==> config.mk <==
export PLATFORM = sky130hd
export DESIGN_NAME = muldiv32_flat
export DESIGN_NICKNAME = d
export VERILOG_FILES = /design/src/rtl/muldiv_pkg.sv /design/src/rtl/muldiv32_if.sv /design/src/rtl/muldiv_step.sv /design/src/rtl/muldiv32.sv /design/src/flat_wrapper.sv
export SDC_FILE = /design/constraint.sdc
export NUM_CORES = 1
export LEC_CHECK = 0
export CORE_ASPECT_RATIO = 0.8
export CORE_MARGIN = 5
export CORE_UTILIZATION = 45
export DETAILED_ROUTE_END_ITERATION = 6
export DONT_BUFFER_PORTS = 1
export PLACE_DENSITY_LB_ADDON = 0.3
export SLEW_MARGIN = 20
export SYNTH_ARGS = -nofsm -noshare
export SYNTH_HDL_FRONTEND = slang
export SYNTH_SLANG_ARGS = --single-unit
==> constraint.sdc <==
create_clock -name clk -period 10.3 [get_ports clk]
set_clock_uncertainty 0.15 [all_clocks]
set_input_delay 2.06 -clock clk [delete_from_list [all_inputs] [get_ports clk]]
set_output_delay 2.06 -clock clk [all_outputs]
set_load 0.005 [all_outputs]
==> src/rtl/muldiv_pkg.sv <==
// muldiv32 shared types: op codes, FSM states, counter width.
// Optional feature macro: MULDIV_DZ_EN (adds divide-by-zero flag).
package muldiv_pkg;

  localparam int MD_WIDTH = 32;
  localparam int CNT_W = $clog2(MD_WIDTH);

  typedef enum logic [1:0] {
    OP_MULT  = 2'b00,
    OP_MULTU = 2'b01,
    OP_DIV   = 2'b10,
    OP_DIVU  = 2'b11
  } op_t;

  typedef enum logic [1:0] {
    IDLE = 2'b00,
    CALC = 2'b01,
    FIX  = 2'b10
  } state_t;

endpackage

==> src/rtl/muldiv32_if.sv <==
// muldiv32 request/result bundle between execute stage and unit.
// MULDIV_DZ_EN adds the dz result flag.
interface muldiv32_if
  import muldiv_pkg::*;
#(
  parameter int WIDTH = MD_WIDTH
);

  logic             start;
  op_t              op;
  logic [WIDTH-1:0] a;
  logic [WIDTH-1:0] b;
  logic             busy;
  logic             done;
  logic [WIDTH-1:0] hi;
  logic [WIDTH-1:0] lo;
`ifdef MULDIV_DZ_EN
  logic             dz;

  modport master (
    output start, op, a, b,
    input  busy, done, hi, lo, dz
  );

  modport slave (
    input  start, op, a, b,
    output busy, done, hi, lo, dz
  );
`else
  modport master (
    output start, op, a, b,
    input  busy, done, hi, lo
  );

  modport slave (
    input  start, op, a, b,
    output busy, done, hi, lo
  );
`endif

endinterface

==> src/rtl/muldiv_step.sv <==
// One radix-2 iteration: shift-add multiply or
// restoring divide on a {upper, lower} accumulator.
module muldiv_step #(
  parameter int WIDTH = 32
) (
  input  logic               div,
  input  logic [2*WIDTH-1:0] acc,
  input  logic [WIDTH-1:0]   opnd,
  output logic [2*WIDTH-1:0] acc_next
);

  logic [WIDTH:0] sum;
  logic [WIDTH:0] shl;
  logic [WIDTH:0] trial;

  // Multiply: add multiplicand on lsb, shift right.
  // Divide: shift left, keep trial difference if no borrow.
  always_comb begin
    sum = {1'b0, acc[2*WIDTH-1:WIDTH]};
    if (acc[0])
      sum = sum + {1'b0, opnd};
    shl = acc[2*WIDTH-1:WIDTH-1];
    trial = shl - {1'b0, opnd};
    acc_next = {sum, acc[WIDTH-1:1]};
    if (div) begin
      if (!trial[WIDTH])
        acc_next = {trial[WIDTH-1:0],
                    acc[WIDTH-2:0], 1'b1};
      else
        acc_next = {shl[WIDTH-1:0],
                    acc[WIDTH-2:0], 1'b0};
    end
  end

endmodule

==> src/rtl/muldiv32.sv <==
// Iterative 32-bit mult/multu/div/divu unit, one bit per clock.
// MULDIV_DZ_EN adds a dz flag in the done cycle of a divide by zero.
module muldiv32
  import muldiv_pkg::*;
#(
  parameter int WIDTH = MD_WIDTH
) (
  input  logic       clk,
  input  logic       reset,
  muldiv32_if.slave  io
);

  state_t             state_q;
  state_t             state_d;
  logic [CNT_W-1:0]   cnt_q;
  logic [2*WIDTH-1:0] acc_q;
  logic [2*WIDTH-1:0] acc_next;
  logic [WIDTH-1:0]   opnd_q;
  logic [WIDTH-1:0]   a_q;
  logic               div_q;
  logic               neg_a_q;
  logic               neg_b_q;
  logic               bz_q;
  logic [WIDTH-1:0]   hi_q;
  logic [WIDTH-1:0]   lo_q;
  logic               done_q;

  logic               in_div;
  logic               in_sgn;
  logic               in_na;
  logic               in_nb;
  logic [WIDTH-1:0]   abs_a;
  logic [WIDTH-1:0]   abs_b;
  logic               last;
  logic               neg_q;
  logic [2*WIDTH-1:0] prod;
  logic [WIDTH-1:0]   rem;
  logic [WIDTH-1:0]   quo;
  logic [WIDTH-1:0]   fix_hi;
  logic [WIDTH-1:0]   fix_lo;

`ifdef MULDIV_DZ_EN
  logic dz_q;
  assign io.dz = dz_q;
`endif

  assign io.busy = (state_q != IDLE);
  assign io.done = done_q;
  assign io.hi   = hi_q;
  assign io.lo   = lo_q;

  muldiv_step #(
    .WIDTH (WIDTH)
  ) u_step (
    .div      (div_q),
    .acc      (acc_q),
    .opnd     (opnd_q),
    .acc_next (acc_next)
  );

  // Operand decode: magnitudes for signed ops.
  always_comb begin
    in_div = io.op[1];
    in_sgn = !io.op[0];
    in_na  = in_sgn && io.a[WIDTH-1];
    in_nb  = in_sgn && io.b[WIDTH-1];
    abs_a  = in_na ? -io.a : io.a;
    abs_b  = in_nb ? -io.b : io.b;
  end

  // State register.
  always_ff @(posedge clk or posedge reset) begin
    if (reset)
      state_q <= IDLE;
    else
      state_q <= state_d;
  end

  // Next state.
  always_comb begin
    state_d = state_q;
    last = (cnt_q == CNT_W'(WIDTH-1));
    unique case (state_q)
      IDLE:    if (io.start) state_d = CALC;
      CALC:    if (last) state_d = FIX;
      FIX:     state_d = IDLE;
      default: state_d = IDLE;
    endcase
  end

  // Sign fix and divide-by-zero result.
  always_comb begin
    neg_q = neg_a_q ^ neg_b_q;
    prod = neg_q ? -acc_q : acc_q;
    rem = acc_q[2*WIDTH-1:WIDTH];
    quo = acc_q[WIDTH-1:0];
    fix_hi = prod[2*WIDTH-1:WIDTH];
    fix_lo = prod[WIDTH-1:0];
    unique case (1'b1)
      !div_q: ;
      bz_q: begin
        fix_hi = a_q;
        fix_lo = '1;
      end
      default: begin
        fix_hi = neg_a_q ? -rem : rem;
        fix_lo = neg_q ? -quo : quo;
      end
    endcase
  end

  // Datapath: latch, iterate, publish result.
  always_ff @(posedge clk or posedge reset) begin
    if (reset) begin
      cnt_q   <= '0;
      acc_q   <= '0;
      opnd_q  <= '0;
      a_q     <= '0;
      div_q   <= 1'b0;
      neg_a_q <= 1'b0;
      neg_b_q <= 1'b0;
      bz_q    <= 1'b0;
      hi_q    <= '0;
      lo_q    <= '0;
      done_q  <= 1'b0;
`ifdef MULDIV_DZ_EN
      dz_q    <= 1'b0;
`endif
    end else begin
      done_q <= 1'b0;
`ifdef MULDIV_DZ_EN
      dz_q   <= 1'b0;
`endif
      unique case (state_q)
        IDLE: begin
          if (io.start) begin
            cnt_q   <= '0;
            a_q     <= io.a;
            div_q   <= in_div;
            neg_a_q <= in_na;
            neg_b_q <= in_nb;
            bz_q    <= in_div && (io.b == '0);
            if (in_div) begin
              acc_q  <= {{WIDTH{1'b0}}, abs_a};
              opnd_q <= abs_b;
            end else begin
              acc_q  <= {{WIDTH{1'b0}}, abs_b};
              opnd_q <= abs_a;
            end
          end
        end
        CALC: begin
          acc_q <= acc_next;
          cnt_q <= cnt_q + 1'b1;
        end
        FIX: begin
          hi_q   <= fix_hi;
          lo_q   <= fix_lo;
          done_q <= 1'b1;
`ifdef MULDIV_DZ_EN
          dz_q   <= bz_q;
`endif
        end
        default: ;
      endcase
    end
  end

endmodule

==> src/flat_wrapper.sv <==
// flat-port wrapper written by rule: the top's interface ports become plain ports
module muldiv32_flat import muldiv_pkg::*;
#(
  parameter int WIDTH = MD_WIDTH
)
  (clk, reset, io_start, io_op, io_a, io_b, io_busy, io_done, io_hi, io_lo);
  muldiv32_if #(.WIDTH(WIDTH)) io_i ();
  input  logic clk;
  input  logic reset;
  input wire logic [$bits(io_i.start)-1:0] io_start;
  input wire logic [$bits(io_i.op)-1:0] io_op;
  input wire logic [$bits(io_i.a)-1:0] io_a;
  input wire logic [$bits(io_i.b)-1:0] io_b;
  output wire logic [$bits(io_i.busy)-1:0] io_busy;
  output wire logic [$bits(io_i.done)-1:0] io_done;
  output wire logic [$bits(io_i.hi)-1:0] io_hi;
  output wire logic [$bits(io_i.lo)-1:0] io_lo;
  assign io_i.start = io_start;
  assign io_i.op = io_op;
  assign io_i.a = io_a;
  assign io_i.b = io_b;
  assign io_busy = io_i.busy;
  assign io_done = io_i.done;
  assign io_hi = io_i.hi;
  assign io_lo = io_i.lo;
  muldiv32 #(.WIDTH(WIDTH)) u_core (.clk(clk), .reset(reset), .io(io_i));
endmodule
Yosys cells after proc, flatten, opt, wreduce, memory -nomap -nowiden:

Index checks and enable logic that the tools add are counted.

* add/subtract/negate cells: 8
* multiply operators: 0
* divide/modulo/power cells: 0
* order comparisons: 0
* equality and inequality tests: 5
* shift-type cells: 0
* mux-type cells: 20
* bitwise logic cells: 1
* reductions and logical operators: 12

Operator list (number)
* 64-bit two-way mux: 4
* 32-bit two-way mux: 6
* 32-bit negation: 4
* 32-bit case mux with 2 select lines: 2
* 64-bit case mux with 2 select lines: 1
* 64-bit negation: 1
* 32-bit by 32-bit adder with 33-bit output: 1
* 33-bit two-way mux: 1
* 33-bit by 32-bit subtractor with 33-bit output: 1
* 32-bit zero test: 1
* 5-bit case mux with 2 select lines: 1
* 2-bit AND reduction: 3
* 5-bit by 1-bit adder with 5-bit output, second input constant: 1
* 5-bit == test, second input constant: 1
* 5-bit two-way mux: 1
* 2-bit two-way mux: 2
* 2-bit case mux with 2 select lines: 1
* 2-bit nonzero test: 2
* 1-bit logical AND: 3
* 2-bit by 1-bit == test with 1-bit output, second input constant: 1
* 2-bit == test, second input constant: 1
* 1-bit zero test: 2
* 2-bit zero test: 1
* 2-bit by 1-bit != test with 1-bit output, second input constant: 1
* 3 further kinds: 3

* register bits: 204
* latch bits: 0
* RAM bits: 0
* ROM bits: 0
* input bits: 69
* output and inout port bits: 66
* word-level logic and storage cells: 58
* memories kept: 0

Depth between registers and ports, before layout:

Gate-level depths: netlist of run 1.

* depth after elaboration: 6
* depth in mapped cells: 15
* mapped depth without buffers: 12

Hierarchy:

From an unflattened synthesis of run 1, not the netlist that was laid out.

* cells, all modules: 2175
* area, all modules: 17287.8 µm²

Modules (own cells, without submodules)
* muldiv32: instances 1, cells an instance 1483, area each 12440.7 µm², seq. area each 5104.9 µm²
* muldiv_step: instances 1, cells an instance 692, area each 4847.1 µm², seq. area each 0.0 µm²

Worst setup path before layout of run 1:

Ideal clock, no wire load.

* path kind: in2reg
* from: in io_a[2]
* to: reg u_core.acc_q[24]
* setup time: 126 ps
* arrival time: 4162 ps
* required time: 10024 ps
* path slack: 5861 ps
* stages on the path: 8
* buffers on the path: 0
* cells stage by stage: or3_1 or3b_2 nor4bb_1 and2_1 a21oi_1 xnor2_1 a211oi_1 a311o_1

* longest elaborated chain between the ends: 5

Ends and longest elaborated chain
* start: declaration: RTL line flat_wrapper.sv:12 `input wire logic [$bits(io_i.a)-1:0] io_a;`
* 32-bit negation: RTL line muldiv32.sv:67 `abs_a = in_na ? -io.a : io.a;`
* 32-bit two-way mux: RTL line muldiv32.sv:67
* 32-bit two-way mux: RTL line muldiv32.sv:143 `if (in_div) begin`
* 64-bit two-way mux: RTL line muldiv32.sv:136 `if (io.start) begin`
* 64-bit case mux with 2 select lines: RTL line muldiv32.sv:134 `unique case (state_q)`
* end signal: assignment: RTL line muldiv32.sv:144 `acc_q <= {{WIDTH{1'b0}}, abs_a};`
* end signal: assignment: RTL line muldiv32.sv:147 `acc_q <= {{WIDTH{1'b0}}, abs_b};`
* end signal: assignment: RTL line muldiv32.sv:153 `acc_q <= acc_next;`
* end: declaration: RTL line muldiv32.sv:16 `logic [2*WIDTH-1:0] acc_q;`

No other way between the ends. The select of a mux whose other input is x is not followed.
A chain may end at the register's enable or synchronous reset.

Final worst setup path of run 1:

* from: reg u_core.acc_q[0]
* to: reg u_core.hi_q[12] (netlist: u_core.io.hi[12])

* longest elaborated chain between the ends: 3

Ends and longest elaborated chain
* 64-bit negation: RTL line muldiv32.sv:94 `prod = neg_q ? -acc_q : acc_q;`
* 64-bit two-way mux: RTL line muldiv32.sv:94
* 32-bit case mux with 2 select lines: RTL line muldiv32.sv:99 `unique case (1'b1)`
* end signal: assignment: RTL line muldiv32.sv:157 `hi_q <= fix_hi;`
* end: declaration: RTL line muldiv32.sv:24 `logic [WIDTH-1:0] hi_q;`

No other way between the ends.

==> results.toml, run 1 <==
[placement]
dp.cells = 2504
dpl.hpwl_um = 45920
gp_congestion = 0.9954
port_buffers = 0

[global_route]
grtUsageMet3_pct = 10.43
grtUsageMet1_pct = 41.33
grt_pass1_wl_um = 94020
antenna_found_initial = 0
track_usage_pct = 28.90
grt_pass1_vias = 15380
top_usage_layer = "met1"
grtUsageMet2_pct = 40.72
grt_max_degree = 135
overflow = 0

[sta]
fin_crit_sh_pct = 44.72
hold_viol_final = 0
fmax_mhz = 217.1
final.min_clock_period_ns = 4.607
whs_ns = 0.3273
drv_slew = 0
setup_tns_ns = 0
grt_setup_unrepaired = "no"
tightest_slew_ns = 1.062
setup_viol = 0
relSlewSlack_pct = 29.21

[setup_path]
path_max_fanout = 37
cp-end-kind = "flip-flop"
start_kind = "flip-flop"
crit_path_top_delay_cell = "nor4_1"
critPathTopFamily = "simple AND/OR/NAND/NOR gates"
critical_path_buf_inv_count = 2
crit_chain = "buf_4 -> inv_1 -> ha_1 -> or4b_1 -> nor4_1 -> and4_1 -> and3b_1 -> and4_1 -> a21oi_1 -> xnor2_1 -> o21ai_0 -> o21a_1"
path_common_cell = "and4_1"
arrival_ns = 4.94
required_ns = 10.64
max_stage_delay_ns = 0.60
criticalPathCategory = "reg2reg"

[detailed_routing]
wl_per_cell_um = 24.21
totalWireLength_um = 61680
antenna_left = 0
viasPerCell = 6.455
drcViolationCount = 0
firstDrtPassIters = 6
drtIter0Drc = 2045
vias = 16450

[synthesis]
synth_edf_count = 0
synth_top_area_share_pct = 30.34
ys_async_sr_fraction_pct = 100.0
synth_ff_type = "dfrtp_1"
ys_ff_latch = 204
synth.avg_cell_area_um2 = 7.800
synthDistinctLibCells = 81
synth_top_area_cell = "dfrtp_1"
syn_area_um2 = 16820
mappedNetlistNets = 2298
synthTopCellsByArea = "dfrtp_1, nand2_1, a21oi_1"
synth_cells = 2157
yosysSeqAreaShare_pct = 30.34
synth-warning-count = 0

[power]
p_leak_uw = 0.007447
p_clk_share_pct = 13.1
p_sw_uw = 3665
power.density_nw_per_um2 = 397.6
total_power_uw = 7107
intPower_uw = 3443
combPwrFrac_pct = 61.9
swShare_pct = 51.56
peakVddDrop_mv = 0.2506
pwr-share-seq_pct = 25.0

[finish]
fillCellCount = 3618
multi_input_area_um2 = 10920
seqCellArea_um2 = 5106
final_common_cell = "nand2_1"
final_cells = 2548
fin_nets = 2184
antennaDiodeCount = 0
synthToLayoutAreaGrowth_pct = 6.247
final_util_pct = 48.35
drive_above_1_share_pct = 5.046
final_cell_mix = "nand2_1, nor2_1, a21oi_1"

[clocking]
clockBufferDepth = 3
cts.clk_slew.worst_paths_ns = 0.06
postCtsSetupRepairBufs = 0
cts_resized = 0
cts-root-buf = "clkbuf_16"
ctsHoldBuffers = 0
cts.sinks = 204
cts_made_buffers = 24
cts_tree = "yes"
clk_latency_ns = 0.55
cts.htree.levels = 1

[floorplanning]
die_h_um = 182.9
io_pins = 135
dieWidth_um = 226.2
start_util_pct = 45.51
die_area_um2 = 41380
coreArea_um2 = 36970
fp-row-count = 63

[flow_run]
cap_violations = 0

[outcome]
status = "completed"

[hold_path]
hold_path_class = "reg2reg"
## kinds of logic after synthesis
logic type / count (synthesis) / share of synthesized area [%]
AOI/OAI and AO/OA: 663 / 24.85
xor gates and xnor gates: 188 / 9.787
adders and majority gates: 72 / 5.444
buffers and inverters: 224 / 5.131
DFF: 204 / 30.34
muxes: 68 / 4.105
and+or+nand+nor: 738 / 20.35
## cell usage after synthesis (6+ instances only)
library cell    n
a211oi_1       49
a21o_1         27
a21oi_1       206
a221oi_1       25
a22oi_1        10
a31oi_1        27
and2_1         10
and3_1         19
and4_1          8
buf_1          14
buf_2          12
clkbuf_1      133
dfrtp_1       204
ha_1           70
inv_1          62
mux2_2          8
mux2i_1        60
nand2_1       279
nand2b_1       23
nand3_1        23
nand4_1        14
nor2_1        213
nor2b_1        18
nor3_1         51
nor3b_1         6
nor4_1         23
o211ai_1       26
o21a_1         18
o21ai_0       161
o21ai_1        10
o221ai_1       12
o31ai_1        23
o41ai_1        12
or3_1          13
or4_1          10
xnor2_1       114
xor2_1         74
## worst min-delay path: cells and delay by family (launching register included)
family	cells	cell delay (ns)
DFF	1	0.34
and+or+nand+nor	2	0.10
## power groups by stage
| stage | registers (uW) | logic (uW) | clock network (uW) |
|---|---|---|---|
| global route | 1800 | 4850 | 969 |
| floorplan | 1300 | 3530 | 0 |
| finish | 1780 | 4400 | 931 |
| global placement | 1750 | 4260 | 0 |
| detailed placement | 1750 | 4290 | 0 |
| CTS | 1740 | 4320 | 938 |
## registers in the layout, summed over array words and instances (netlist names), 2 cells and up
signal / cells
u_core.a_q: 32
u_core.cnt_q: 5
u_core.io.lo: 32
u_core.acc_q: 64
u_core.opnd_q: 32
u_core.state_q: 2
u_core.io.hi: 32
## per-layer routing
| layer | wire (um) | vias up | share of wire, % |
|---|---|---|---|
| li1 | - | 7522 | - |
| met1 | 26340 | 7885 | 43 |
| met2 | 24900 | 893 | 40 |
| met3 | 7979 | 147 | 13 |
| met4 | 2457 | 0 | 4.0 |
| met5 | 0 | - | 0 |
## layout make-up
class                   instances  share of cell area (%)
multi-input cells            1729                   61.06
flip-flops and latches        204                   28.56
clock buffers                  30                   3.829
well taps                     487                   3.409
inverters                      64                   1.386
clock inverters                14                  0.9099
repair buffers                 20                  0.8399
## final timing paths
kind                                              from  slack (ns)                      endpoint  depth (start not counted)
min                         u_core.a_q[10]$_DFFE_PP0P_        0.33    u_core.a_q[10]$_DFFE_PP0P_                          2
max                        u_core.acc_q[0]$_DFFE_PP0P_        5.69  u_core.io.hi[12]$_DFFE_PP0P_                         12
min in group asynchronous                        reset        1.41  u_core.io.lo[26]$_DFFE_PP0P_                          1
max reg2reg                u_core.acc_q[0]$_DFFE_PP0P_        5.69  u_core.io.hi[12]$_DFFE_PP0P_                         12
max in group asynchronous                        reset        6.96  u_core.acc_q[41]$_DFFE_PP0P_                          2
min reg2reg                 u_core.a_q[10]$_DFFE_PP0P_        0.33    u_core.a_q[10]$_DFFE_PP0P_                          2
## per-stage QoR
step | worst slack [ns] | instance area (um2)
2_1_floorplan | 2.523 | 16820
3_3_place_gp | 5.252 | 17020
3_5_place_dp | 5.216 | 17020
4_1_cts | 5.777 | 17870
5_1_grt | 5.513 | 17880
6_report | 5.693 | 17880
No activity file was read; power rests on OpenSTA's default activity.
==> inputs of run 2 (changes only) <==
==> constraint.sdc (replaced) <==
create_clock -name clk -period 3.87 [get_ports clk]
set_clock_uncertainty 0.15 [all_clocks]
set_input_delay 0.774 -clock clk [delete_from_list [all_inputs] [get_ports clk]]
set_output_delay 0.774 -clock clk [all_outputs]
set_load 0.005 [all_outputs]
==> run 2 against run 1 <==
Net effect:
- sequential share of layout area decreased by 1.0 points
- largest power group unchanged
- maximum frequency increased by 24%
- critical path type unchanged
- largest cell class unchanged
- die area is the same
- flip-flop and latch count unchanged
==> results.toml, run 2 (same netlist as run 1, synthesis figures left out) <==
[outcome]
status = "completed"

[clocking]
ctsHoldBuffers = 0
cts_made_buffers = 23
cts-root-buf = "clkbuf_16"
cts.htree.levels = 1
cts.sinks = 204
clockBufferDepth = 3
postCtsSetupRepairBufs = 0
cts.clk_slew.worst_paths_ns = 0.06
clk_latency_ns = 0.54
cts_tree = "yes"

[global_route]
overflow = 0
grt_pass1_wl_um = 97660
antenna_found_initial = 1
grt_pass1_vias = 15740
grt_max_degree = 115
track_usage_pct = 30.16

[sta]
setup_viol = 0
tightest_slew_ns = 1.033
whs_ns = 0.1204
grt_setup_unrepaired = "no"
fmax_mhz = 269.5
relSlewSlack_pct = 30.97
hold_viol_final = 0
setup_tns_ns = 0
drv_slew = 0
final.min_clock_period_ns = 3.710
fin_crit_sh_pct = 95.88

[detailed_routing]
firstDrtPassIters = 6
drcViolationCount = 0
wl_met2_um = 26220
drtIter0Drc = 2253
vias = 16870
routed.top_layer = "met5"
viasPerCell = 6.403
wl_per_cell_um = 24.37
totalWireLength_um = 64190
met1_length_um = 28210
antenna_left = 0
wl_met3_um = 7703

[floorplanning]
fp-row-count = 63
start_util_pct = 45.51
die_h_um = 182.9
coreArea_um2 = 36970
dieWidth_um = 226.2
die_area_um2 = 41380
io_pins = 135

[setup_path]
crit_chain = "inv_1 -> ha_1 -> or4b_1 -> nor4_1 -> buf_4 -> and4_1 -> and3b_1 -> buf_12 -> nor3_1 -> a221oi_1 -> buf_4 -> o21ai_0"
arrival_ns = 3.95
required_ns = 4.11
cp-end-kind = "flip-flop"
max_stage_delay_ns = 0.59
crit_path_top_delay_cell = "or4b_1"
r2r_cells = 12
start_kind = "flip-flop"
path_common_cell = "buf_4"
path_max_fanout = 12
criticalPathCategory = "reg2reg"

[power]
power.density_nw_per_um2 = 1070
peakVddDrop_mv = 0.4568
p_leak_uw = 0.007860

[placement]
port_buffers = 0
gp_congestion = 1.032
dpl.hpwl_um = 49220

[finish]
antennaDiodeCount = 0
drive_above_1_share_pct = 9.036
fin_nets = 2272
largest_reg_flops = 64
regMostFlops = "u_core.acc_q"
final_common_cell = "nand2_1"
final_cell_mix = "nand2_1, nor2_1, a21oi_1"
synthToLayoutAreaGrowth_pct = 10.23

[hold_path]
hold_path_class = "in2async"

[flow_run]
cap_violations = 0
[run 2: cell types whose count changed in the layout (fill, tap and decap cells not counted), moves of 2 or more]
cell and change:
clkinvlp_4 +3, buf_12 +6, a221oi_2 +2, buf_4 +83
a221oi_1 -2, clkbuf_16 -2
[run 2: power breakdown]
| group | internal [uW] | total, uW | leakage [uW] | switching [uW] |
|---|---|---|---|---|
| Sequential | 2940 | 4060 | 0.00246 | 1110 |
| Combinational | 5530 | 13500 | 0.00503 | 7990 |
| Clock | 1290 | 2270 | 0.000371 | 987 |
| Total | 9760 | 19800 | 0.00786 | 10100 |
[run 2: routing by layer]
metal / global-route usage (%) / vias up
li1: - / 7702
met1: 43.95 / 8144
met2: 42.80 / 895
met3: 10.15 / 123
met4: 8.107 / 2
met5: 0 / -
[run 2: per-stage QoR]
stage | setup slack, ns | instances | total power [uW] | instance area (um2) | util [%]
after CTS | 0.1389 | 2634 | 19460 | 18520 | 50.08
after global routing | 0.03707 | 2634 | 21140 | 18550 | 50.17
after detailed placement | 0.1413 | 2593 | 17120 | 17760 | 48.03
after global placement | 0.2351 | 2593 | 16950 | 17760 | 48.03
after floorplan | 0.3017 | 2157 | 12840 | 16830 | -
final | 0.1596 | 2634 | 19840 | 18550 | 50.17
[run 2: repair_timing]
action,in CTS,in global routing
resized for setup,0,5
setup endpoints to repair,0,5
hold endpoints to repair,0,0
[run 2: worst max-delay path: cells and delay by family (launching register included)]
family / cells / cell delay, ns
and+or+nand+nor: 5 / 1.52
DFF: 1 / 0.38
adders and majority gates: 1 / 0.21
AOI/OAI and AO/OA: 2 / 0.63
buffers and inverters: 4 / 0.68
[run 2: final timing paths]
kind                                              from                      endpoint  slack (ns)
min in group clk                              io_a[29]    u_core.a_q[29]$_DFFE_PP0P_        0.19
min reg2reg                u_core.cnt_q[3]$_DFFE_PP0P_   u_core.cnt_q[3]$_DFFE_PP0P_        0.33
max reg2reg                u_core.acc_q[0]$_DFFE_PP0P_   u_core.io.hi[0]$_DFFE_PP0P_        0.16
max                        u_core.acc_q[0]$_DFFE_PP0P_   u_core.io.hi[0]$_DFFE_PP0P_        0.16
min                                              reset  u_core.io.lo[26]$_DFFE_PP0P_        0.12
max in group asynchronous                        reset  u_core.acc_q[44]$_DFFE_PP0P_        2.62
[run 2: final cells by class]
cell class / count / area [um2]
Fill cell: 3560 / 18420
Multi-Input combinational cell: 1729 / 10930
Sequential cell: 204 / 5106
Timing Repair Buffer: 109 / 893.4
Clock buffer: 27 / 620.6
Tap cell: 487 / 609.3
Inverter: 64 / 244.0
Clock inverter: 14 / 138.9
